--- src/rtl/mpsoc_noc_pkg.sv ---
// Shared NoC types and helpers for the virtual-channel link logic.
// Flit record layout and pointer-width helper used by the channel buffers.
package mpsoc_noc_pkg;

   localparam int FLIT_WIDTH_DEFAULT = 32;

   typedef struct packed {
      logic                          last;
      logic [FLIT_WIDTH_DEFAULT-1:0] flit;
   } flit_t;

   function automatic int ptr_width(input int depth);
      return (depth > 1) ? $clog2(depth) : 1;
   endfunction

endpackage

--- src/rtl/mpsoc_noc_vchannel_fifo.sv ---
// Single virtual-channel FIFO: registered ready, occupancy count,
// first-word fall-through head.
module mpsoc_noc_vchannel_fifo
   import mpsoc_noc_pkg::*;
#(
   parameter int FLIT_WIDTH   = FLIT_WIDTH_DEFAULT,
   parameter int BUFFER_DEPTH = 4
) (
   input  logic                  clk,
   input  logic                  rst,
   input  logic [FLIT_WIDTH-1:0] in_flit,
   input  logic                  in_last,
   input  logic                  in_valid,
   output logic                  in_ready,
   output logic [FLIT_WIDTH-1:0] out_flit,
   output logic                  out_last,
   output logic                  out_valid,
   input  logic                  out_ready
);

   localparam int PW = ptr_width(BUFFER_DEPTH);
   localparam int CW = PW + 1;

   logic [FLIT_WIDTH:0] mem [BUFFER_DEPTH];
   logic [PW-1:0]       wr_ptr;
   logic [PW-1:0]       rd_ptr;
   logic [CW-1:0]       count;
   logic [CW-1:0]       count_next;
   logic                ready_q;
   logic                push;
   logic                pop;

   assign in_ready  = ready_q;
   assign out_valid = (count != '0);
   assign push      = in_valid & ready_q;
   assign pop       = out_valid & out_ready;

   always_comb begin
      count_next = count;
      unique case ({push, pop})
         2'b10:   count_next = count + CW'(1);
         2'b01:   count_next = count - CW'(1);
         default: count_next = count;
      endcase
   end

   // Ready looks one edge ahead so the link never sees a comb path.
   always_ff @(posedge clk or negedge rst) begin
      if (!rst) begin
         wr_ptr  <= '0;
         rd_ptr  <= '0;
         count   <= '0;
         ready_q <= 1'b0;
      end else begin
         if (push) wr_ptr <= wr_ptr + PW'(1);
         if (pop)  rd_ptr <= rd_ptr + PW'(1);
         count   <= count_next;
         ready_q <= (count_next < CW'(BUFFER_DEPTH));
      end
   end

   always_ff @(posedge clk) begin
      if (push) mem[wr_ptr] <= {in_last, in_flit};
   end

   assign {out_last, out_flit} = mem[rd_ptr];

endmodule

--- src/rtl/mpsoc_noc_vchannel_demux_buffer.sv ---
// Receive side of the VC link: steers the shared flit bus into
// independent per-channel FIFOs and gathers per-channel ready.
module mpsoc_noc_vchannel_demux_buffer
   import mpsoc_noc_pkg::*;
#(
   parameter int FLIT_WIDTH   = FLIT_WIDTH_DEFAULT,
   parameter int CHANNELS     = 7,
   parameter int BUFFER_DEPTH = 4
) (
   input  logic                                clk,
   input  logic                                rst,
   input  logic [FLIT_WIDTH-1:0]               in_flit,
   input  logic                                in_last,
   input  logic [CHANNELS-1:0]                 in_valid,
   output logic [CHANNELS-1:0]                 in_ready,
   output logic [CHANNELS-1:0][FLIT_WIDTH-1:0] out_flit,
   output logic [CHANNELS-1:0]                 out_last,
   output logic [CHANNELS-1:0]                 out_valid,
   input  logic [CHANNELS-1:0]                 out_ready
);

   for (genvar c = 0; c < CHANNELS; c++) begin : g_ch
      mpsoc_noc_vchannel_fifo #(
         .FLIT_WIDTH   (FLIT_WIDTH),
         .BUFFER_DEPTH (BUFFER_DEPTH)
      ) u_fifo (
         .clk       (clk),
         .rst       (rst),
         .in_flit   (in_flit),
         .in_last   (in_last),
         .in_valid  (in_valid[c]),
         .in_ready  (in_ready[c]),
         .out_flit  (out_flit[c]),
         .out_last  (out_last[c]),
         .out_valid (out_valid[c]),
         .out_ready (out_ready[c])
      );
   end

   // The link drives at most one channel valid per cycle.
   a_valid_onehot : assert property (
      @(posedge clk) disable iff (!rst) $onehot0(in_valid)
   );

endmodule
--- config.mk ---
export PLATFORM = sky130hd
export DESIGN_NAME = mpsoc_noc_vchannel_demux_buffer
export DESIGN_NICKNAME = d
export VERILOG_FILES = /design/src/rtl/mpsoc_noc_pkg.sv /design/src/rtl/mpsoc_noc_vchannel_fifo.sv /design/src/rtl/mpsoc_noc_vchannel_demux_buffer.sv
export SDC_FILE = /design/constraint.sdc
export NUM_CORES = 1
export LEC_CHECK = 0
export CORE_MARGIN = 3
export CORE_UTILIZATION = 50
export DETAILED_ROUTE_END_ITERATION = 8
export PLACE_DENSITY = 0.7
export SKIP_CTS_REPAIR_TIMING = 1
export SLEW_MARGIN = 40
export SYNTH_ARGS = -nofsm -noshare
export SYNTH_HDL_FRONTEND = slang
export SYNTH_SLANG_ARGS = --single-unit
export TNS_END_PERCENT = 30
--- constraint.sdc ---
create_clock -name clk -period 2.88 [get_ports clk]
set_input_delay 0.576 -clock clk [delete_from_list [all_inputs] [get_ports clk]]
set_output_delay 0.576 -clock clk [all_outputs]
set_load 0.02 [all_outputs]
==> results.cfg, run 1 <==
[run_status]
status = complete, no violations

[power]
p_per_area_nw_per_um2 = 1080
sw_frac_of_total = 0.310
p_sw_w = 0.0151
p_comb_frac = 0.349
vdd_drop_max_mv = 0.704
p_clk_frac = 0.262
p_leak_nw = 17.0
p_seq_frac = 0.389
internal_power_w = 0.0338

[detailed_routing]
vias = 16668
viasPerCell = 5.67
wl_met1_um = 32100
met3_length_um = 4960
dr.first_iter.drc_count = 1306
drt_pre_antenna_iters = 4
ant_nets = 0
routedWlPerCell_um = 27.2
maxUsedRoutingLayer = met4
wl_met2_um = 40700
drc = 0
drt_wl_total_um = 79900

[worst_hold_path]
worstHoldPathType = input port to async pin

[setup_path]
endpoint_kind = output port
crit_fanout = 19
cp_data_arrival_time_ps = 2220
rrSetupSlack_ps = 660
critPathLaunchType = register
critPathKind = register to output port
crit_required_ps = 2300

[logic_synthesis]
synth.most_common_cell = edfxtp_1
synth_edf_count = 924
netlist.area_leader.share = 0.752
synth-async-reset-ratio = 0.0571
yosys.area.top_type = edfxtp_1
synth_ff_type = edfxtp_1
synth_cell_types = 23
synth.cells.most_frequent = 924 x edfxtp_1, 196 x mux4_2, 56 x dfrtp_1
postSynthCellCount = 1470
syn_area_per_cell_sq_um = 25.1
synth.area.top_cells = edfxtp_1 75%, mux4_2 12%, dfrtp_1 3.8%
netlist_area_sq_um = 36900
synth-seq-cells = 980
seq_area_frac_synth = 0.790
syn_nets = 1561
ys.warnings.count = 0

[grt]
grt_usage = 0.208
gr-total-overflow = 0
grt_max_degree = 35
grt_pass1_vias = 17421
grt_pass1_wl_um = 118000
grt_antenna_before_repair = 1

[place]
place_hpwl_um = 48400
dpl-instance-area_sq_um = 41300
port_buffers = 293
place_congestion = 0.766
placedCellCount = 2731

[sta]
setup_viol = 0
hold_viol = 0
finalCritPeriodShare = 0.970
period_minus_slack_ps = 2790
hold-worst-slack_ps = 451
rsz0062_at_grt = no
slew_headroom = 0.629
worst_clock_skew_ps = 22.5
slew_violations = 0
worst_slew_pin_slew_ps = 557
fmax_mhz = 358

[cts]
clk_pin_slew_ps = 60
cts_made_buffers = 98
worstSkewPairLatency_ps = 640
htreeDepth = 3
cts_root_buf = clkbuf_16
clock-sinks = 980
cts_buffer_depth = 3
cts_tree = done

[die]
die_area_sq_um = 77100
die_h_um = 278
fp-row-count = 98
ios = 294
initial_core_util = 0.511
die_width_um = 278
core_sq_um = 72200

[finish]
syn2layout_area_growth_pct = 22.8
fin_area_sq_um = 45300
nets = 1993
drive_above_1_share = 0.253
final_cells = 2938
fin_util = 0.627

[run]
maxCapViolCount = 0
-- critical path: stages (launching register included) --
cell	delay, ps
dfrtp_2	390
buf_12	120
buf_12	180
buf_4	140
mux4_2	470
dlymetal6s2s_1	260
-- cell families (layout without fill, tap and decap cells) --
kind of cell,count (synthesis),count (layout),synth area share
flip-flops,980,980,0.790
multiplexers,245,245,0.149
buffers and inverters,91,607,0.0230
AND/OR/NAND/NOR,60,60,0.00964
XOR/XNOR,49,49,0.0116
adder cells (fa/ha/maj),42,42,0.0157
AO/OA/AOI/OAI,3,3,0.000713
other,0,2,0
-- per-stage QoR --
stage                     total power, W  setup WS (ps)  setup TNS [ps]
final                             0.0489           86.0               0
after global routing              0.0510           3.79               0
after CTS                         0.0497           -368          -46460
after detailed placement          0.0368            325               0
after global placement            0.0365            363               0
after floorplan                   0.0297            813               0
-- path summary, 6_finish.rpt --
| path | endpoint | start | cells past startpoint |
|---|---|---|---|
| min | g_ch[5].u_fifo.in_ready$_DFF_PN0_ | rst | 2 |
| max reg2reg | register | register | 7 |
| max in group asynchronous | g_ch[4].u_fifo.rd_ptr[0]$_DFFE_PN0P_ | rst | 3 |
| max | out_flit[166] | g_ch[5].u_fifo.rd_ptr[0]$_DFFE_PN0P_ | 5 |
| min in group clk | g_ch[5].u_fifo.in_ready$_DFF_PN0_ | register | 1 |
| min reg2reg | g_ch[5].u_fifo.in_ready$_DFF_PN0_ | register | 1 |
-- layout make-up --
| type | count | area (sq um) |
|---|---|---|
| Sequential cell | 980 | 29200 |
| Timing Repair Buffer | 409 | 4710 |
| Fill cell | 4730 | 26900 |
| Antenna cell | 2 | 5.00 |
| Clock inverter | 61 | 668 |
| Clock buffer | 123 | 2610 |
| Tap cell | 950 | 1190 |
| Inverter | 14 | 52.6 |
| Multi-Input combinational cell | 399 | 6900 |
-- metal layers --
| layer | track usage | up-vias |
|---|---|---|
| met2 | 0.347 | 510 |
| met4 | 0.0657 | 0 |
| met5 | 0 | - |
| li1 | - | 7060 |
| met1 | 0.282 | 8982 |
| met3 | 0.0388 | 116 |
-- flip-flops by register name, indices dropped and copies added, names as in the netlist, named ones only --
| name | cells |
|---|---|
| g_ch.u_fifo.wr_ptr | 14 |
| g_ch.u_fifo.mem | 924 |
| g_ch.u_fifo.in_ready | 7 |
| g_ch.u_fifo.rd_ptr | 14 |
| g_ch.u_fifo.count | 14 |
-- layout by cell type (no fill, tap or decap), types with 10 or more instances in the layout --
cell / Yosys / final
and3_2: 0 / 12
mux2_2: 14 / 14
clkbuf_16: 0 / 101
clkbuf_1: 0 / 21
clkdlybuf4s50_1: 0 / 61
dlymetal6s2s_1: 0 / 229
clkinv_1: 0 / 16
dfrtp_1: 56 / 47
clkinv_2: 0 / 21
inv_1: 14 / 14
edfxtp_1: 924 / 924
ha_1: 35 / 35
bufinv_16: 0 / 13
xor2_1: 14 / 14
buf_4: 21 / 86
xnor2_1: 35 / 35
buf_12: 21 / 26
and3_1: 28 / 16
mux4_1: 35 / 35
mux4_2: 196 / 196
nand2_1: 10 / 10
-- power by group through the flow --
stage               registers (W)  clock network, W  logic (W)
floorplan                  0.0189                 0     0.0108
global placement           0.0192                 0     0.0173
detailed placement         0.0194                 0     0.0175
CTS                        0.0191            0.0131     0.0175
global route               0.0192            0.0137     0.0181
finish                     0.0190            0.0128     0.0171
Power figures use the tool's default switching activity.
==> run 2, diff against run 1 <==
Settings changed: CORE_UTILIZATION 50 to 58, PLACE_DENSITY 0.7 to 0.79, REMOVE_ABC_BUFFERS from default to 1, SKIP_CTS_REPAIR_TIMING 1 to default.
==> results.cfg, run 2 (synthesized netlist as in run 1, its figures left out) <==
[grt]
grt_pass1_wl_um = 124000
grt_pass1_vias = 17856
gr-total-overflow = 0
grt_max_degree = 57
grt_usage = 0.261
grt_antenna_before_repair = 6

[finish]
most-common-layout-cells = 924 x edfxtp_1, 224 x dlygate4sd2_1, 198 x mux4_2
syn2layout_area_growth_pct = 19.7
nets = 1976
ff_latch_area_sq_um = 29200
multi_input_area_sq_um = 6880
fillers = 3616
mostFrequentLayoutCell = edfxtp_1
largest-register = g_ch.u_fifo.mem
fin_util = 0.709
largest_reg_flops = 924
drive_above_1_share = 0.244

[die]
ios = 294
die_area_sq_um = 66600
initial_core_util = 0.592
die_h_um = 258
fp-row-count = 91
die_width_um = 258
core_sq_um = 62300

[power]
p_seq_frac = 0.397
p_per_area_nw_per_um2 = 1090
p_comb_frac = 0.331
internal_power_w = 0.0329
sw_frac_of_total = 0.316
p_sw_w = 0.0152
vdd_drop_max_mv = 0.877
p_leak_nw = 15.1
p_clk_frac = 0.272

[sta]
setup_viol = 0
finalCritPeriodShare = 0.974
slew_headroom = 0.482
fmax_mhz = 357
worst_clock_skew_ps = 23.6
setup_tns_ps = 0
period_minus_slack_ps = 2800
worst_slew_pin_slew_ps = 778
hold_viol = 0
slew_violations = 0
rsz0062_at_grt = no
hold-worst-slack_ps = 459

[detailed_routing]
ant_nets = 0
drc = 0
dr.first_iter.drc_count = 1960
drt_pre_antenna_iters = 7
viasPerCell = 6.09
vias = 17084
drt_wl_total_um = 85300
routedWlPerCell_um = 30.4

[run]
maxCapViolCount = 0

[setup_path]
endpoint_kind = output port
crit_fanout = 24
crit_required_ps = 2300
critPathKind = register to output port
critPathLaunchType = register
cp_data_arrival_time_ps = 2230

[place]
place_congestion = 0.729
place_hpwl_um = 47800
port_buffers = 293

[cts]
cts_tree = done
htreeDepth = 3
cts_buffer_depth = 3
cts_root_buf = clkbuf_16
cts_made_buffers = 96
clock-sinks = 980
clk_pin_slew_ps = 60
worstSkewPairLatency_ps = 630

[worst_hold_path]
worstHoldPathType = input port to async pin

[run_status]
status = complete, no violations
==> run 2: cell type report <==
cell class / instances / area share
multi-input combinational: 399 / 0.156
antenna: 3 / 0.000170
sequential: 980 / 0.661
clock buffer: 118 / 0.0580
inverter: 14 / 0.00119
clock inverter: 60 / 0.0172
timing repair buffer: 394 / 0.0833
tap: 837 / 0.0237
==> run 2: worst max-delay path, cell delays in order, from the launching register on <==
cell,delay (ps)
dfrtp_2,390
buf_12,220
mux4_1,620
dlygate4sd2_1,360
==> run 2: metrics by stage <==
stage               area, sq um  instances  setup slack [ps]  power, W
CTS                       44100       2802              3.72    0.0486
global route              44100       2802              4.02    0.0499
detailed placement        41000       2615               362    0.0367
finish                    44100       2805              76.0    0.0481
global placement          41000       2615               339    0.0362
floorplan                 36100       1393              86.5    0.0286
==> run 2: power by group through the flow <==
| stage | registers, W | logic [W] | clock network, W |
|---|---|---|---|
| floorplan | 0.0201 | 0.00845 | 0 |
| global placement | 0.0192 | 0.0170 | 0 |
| detailed placement | 0.0194 | 0.0173 | 0 |
| CTS | 0.0191 | 0.0162 | 0.0133 |
| global route | 0.0193 | 0.0168 | 0.0139 |
| finish | 0.0191 | 0.0159 | 0.0131 |
==> run 2: layer usage <==
| metal | part of all wire | GRT usage | wire, um | up-vias |
|---|---|---|---|---|
| met4 | 0.027 | 0.0836 | 2320 | 2 |
| met1 | 0.37 | 0.349 | 31400 | 9180 |
| met2 | 0.51 | 0.430 | 43200 | 774 |
| met3 | 0.097 | 0.0643 | 8270 | 120 |
| li1 | - | - | - | 7008 |
| met5 | 0.00015 | 0 | 13 | - |
==> run 2: final timing paths <==
path | slack (ps) | start | cells past startpoint | end
min in group clk | 510 | register | 1 | register
worst min register to register | 510 | register | 1 | register
worst max-delay path | 80 | g_ch[5].u_fifo.rd_ptr[0]$_DFFE_PN0P_ | 3 | out_flit[162]
max in group asynchronous | 1730 | rst | 2 | g_ch[1].u_fifo.rd_ptr[0]$_DFFE_PN0P_
worst max register to register | 640 | register | 7 | register
worst min-delay path | 460 | rst | 2 | g_ch[2].u_fifo.count[1]$_DFFE_PN0N_
==> run 2: timing repair <==
item,CTS,global route
endpoints found under the setup margin,225,2
cloned,0,0
endpoints found under the hold margin,44,0
gates resized for setup,231,3
setup buffers,8,0
hold buffers,1,0
==> run 3, diff against run 2 <==
Settings changed: CORE_UTILIZATION 58 to 62, PLACE_DENSITY 0.79 to 0.84, REMOVE_ABC_BUFFERS 1 to default.
Clock period 2.88 ns to 3.39 ns, I/O delays scaled along.
==> results.cfg, run 3 (synthesized netlist as in run 1, its figures left out) <==
[die]
initial_core_util = 0.633
die_width_um = 250
die_h_um = 250
ios = 294
die_area_sq_um = 62400
fp-row-count = 88
core_sq_um = 58200

[power]
vdd_drop_max_mv = 0.712
p_leak_nw = 14.5
p_per_area_nw_per_um2 = 937
total_power_w = 0.0409

[cts]
clock-sinks = 980
cts_buffer_depth = 3
ctsHoldBuffers = 0
htreeDepth = 3
clk_pin_slew_ps = 60
worstSkewPairLatency_ps = 620
cts_made_buffers = 94
cts_tree = done
cts_root_buf = clkbuf_16

[place]
place_congestion = 0.779
port_buffers = 293
pre_cts_slack_ps = 526
dpl-instance-area_sq_um = 40600
place_hpwl_um = 47200

[setup_path]
crit_fanout = 11
cp_data_arrival_time_ps = 2620
critPathKind = register to output port
critPathLaunchType = register
endpoint_kind = output port
crit_required_ps = 2710

[sta]
slew_violations = 0
worst_slew_pin_slew_ps = 668
setup_tns_ps = 0
hold_viol = 0
fin_ws_ps = 89.8
finalCritPeriodShare = 0.974
fmax_mhz = 303
slew_headroom = 0.555
worst_clock_skew_ps = 20.1
rsz0062_at_grt = no
setup_viol = 0
period_minus_slack_ps = 3300

[finish]
fin_area_sq_um = 43600
n_antenna_cell = 0
syn2layout_area_growth_pct = 18.3
most-common-layout-cells = 924 x edfxtp_1, 282 x clkdlybuf4s50_1, 196 x mux4_2
largest_reg_flops = 924
largest-register = g_ch.u_fifo.mem
nets = 1956
mostFrequentLayoutCell = edfxtp_1
drive_above_1_share = 0.238

[detailed_routing]
routedWlPerCell_um = 30.5
drt_wl_total_um = 82300
vias = 17061
drt_pre_antenna_iters = 5
drc = 0
ant_nets = 0
viasPerCell = 6.31
dr.first_iter.drc_count = 1786

[grt]
grt_pass1_wl_um = 122000
gr-total-overflow = 0
grt_antenna_before_repair = 0
grt_usage = 0.269
grt_max_degree = 41
grt_pass1_vias = 17810

[worst_hold_path]
worstHoldPathType = input port to async pin

[run]
maxCapViolCount = 0

[run_status]
status = complete, no violations
==> run 3: cell type report <==
cell class	count	area, sq um
clock buffer	126	2620
clock inverter	42	324
fill	2996	14600
inverter	14	52.6
multi-input combinational	399	6910
sequential	980	29200
tap	765	957
timing repair buffer	376	3600
==> run 3: final timing paths <==
check / startpoint / endpoint / slack (ps) / cells past startpoint
worst max-delay path: g_ch[4].u_fifo.rd_ptr[0]$_DFFE_PN0P_ / out_flit[149] / 90 / 3
worst min-delay path: rst / g_ch[0].u_fifo.wr_ptr[0]$_DFFE_PN0P_ / 70 / 1
worst max register to register: g_ch[1].u_fifo.count[0]$_DFFE_PN0N_ / register / 1110 / 7
worst min register to register: register / register / 520 / 1
max in group asynchronous: rst / g_ch[6].u_fifo.rd_ptr[0]$_DFFE_PN0P_ / 2550 / 2
min in group clk: register / register / 520 / 1
==> run 3: layer usage <==
metal	wire, um	GRT usage	share of wire
met4	2740	0.0947	0.033
met2	42400	0.451	0.51
met5	0	0	0
met3	6440	0.0434	0.078
met1	30800	0.368	0.37
==> run 3: where the power goes <==
group	total [W]	switching (W)	internal, W
combinational	0.0145	0.00769	0.00683
clock	0.0100	0.00423	0.00578
sequential	0.0164	0.000956	0.0154
total	0.0409	0.0129	0.0280
==> run 3: stage by stage <==
step	hold WS, ps	cells	utilization
3_3_place_gp	496	2526	0.698
4_1_cts	65.1	2701	0.749
6_report	66.4	2702	0.749
3_5_place_dp	509	2526	0.697
2_1_floorplan	382	1470	-
5_1_grt	88.2	2702	0.749
==> run 3: repair_timing <==
| item | 4_1_cts | 5_1_grt |
|---|---|---|
| gates cloned | 0 | 1 |
| endpoints found under the setup margin | 51 | 16 |
| setup buffers | 7 | 0 |
| resized for setup | 5 | 0 |
==> run 3: critical path, cell delays in order (launching register included) <==
cell             delay (ps)
dfrtp_4                 570
buf_4                   280
mux4_2                  580
clkdlybuf4s50_1         570
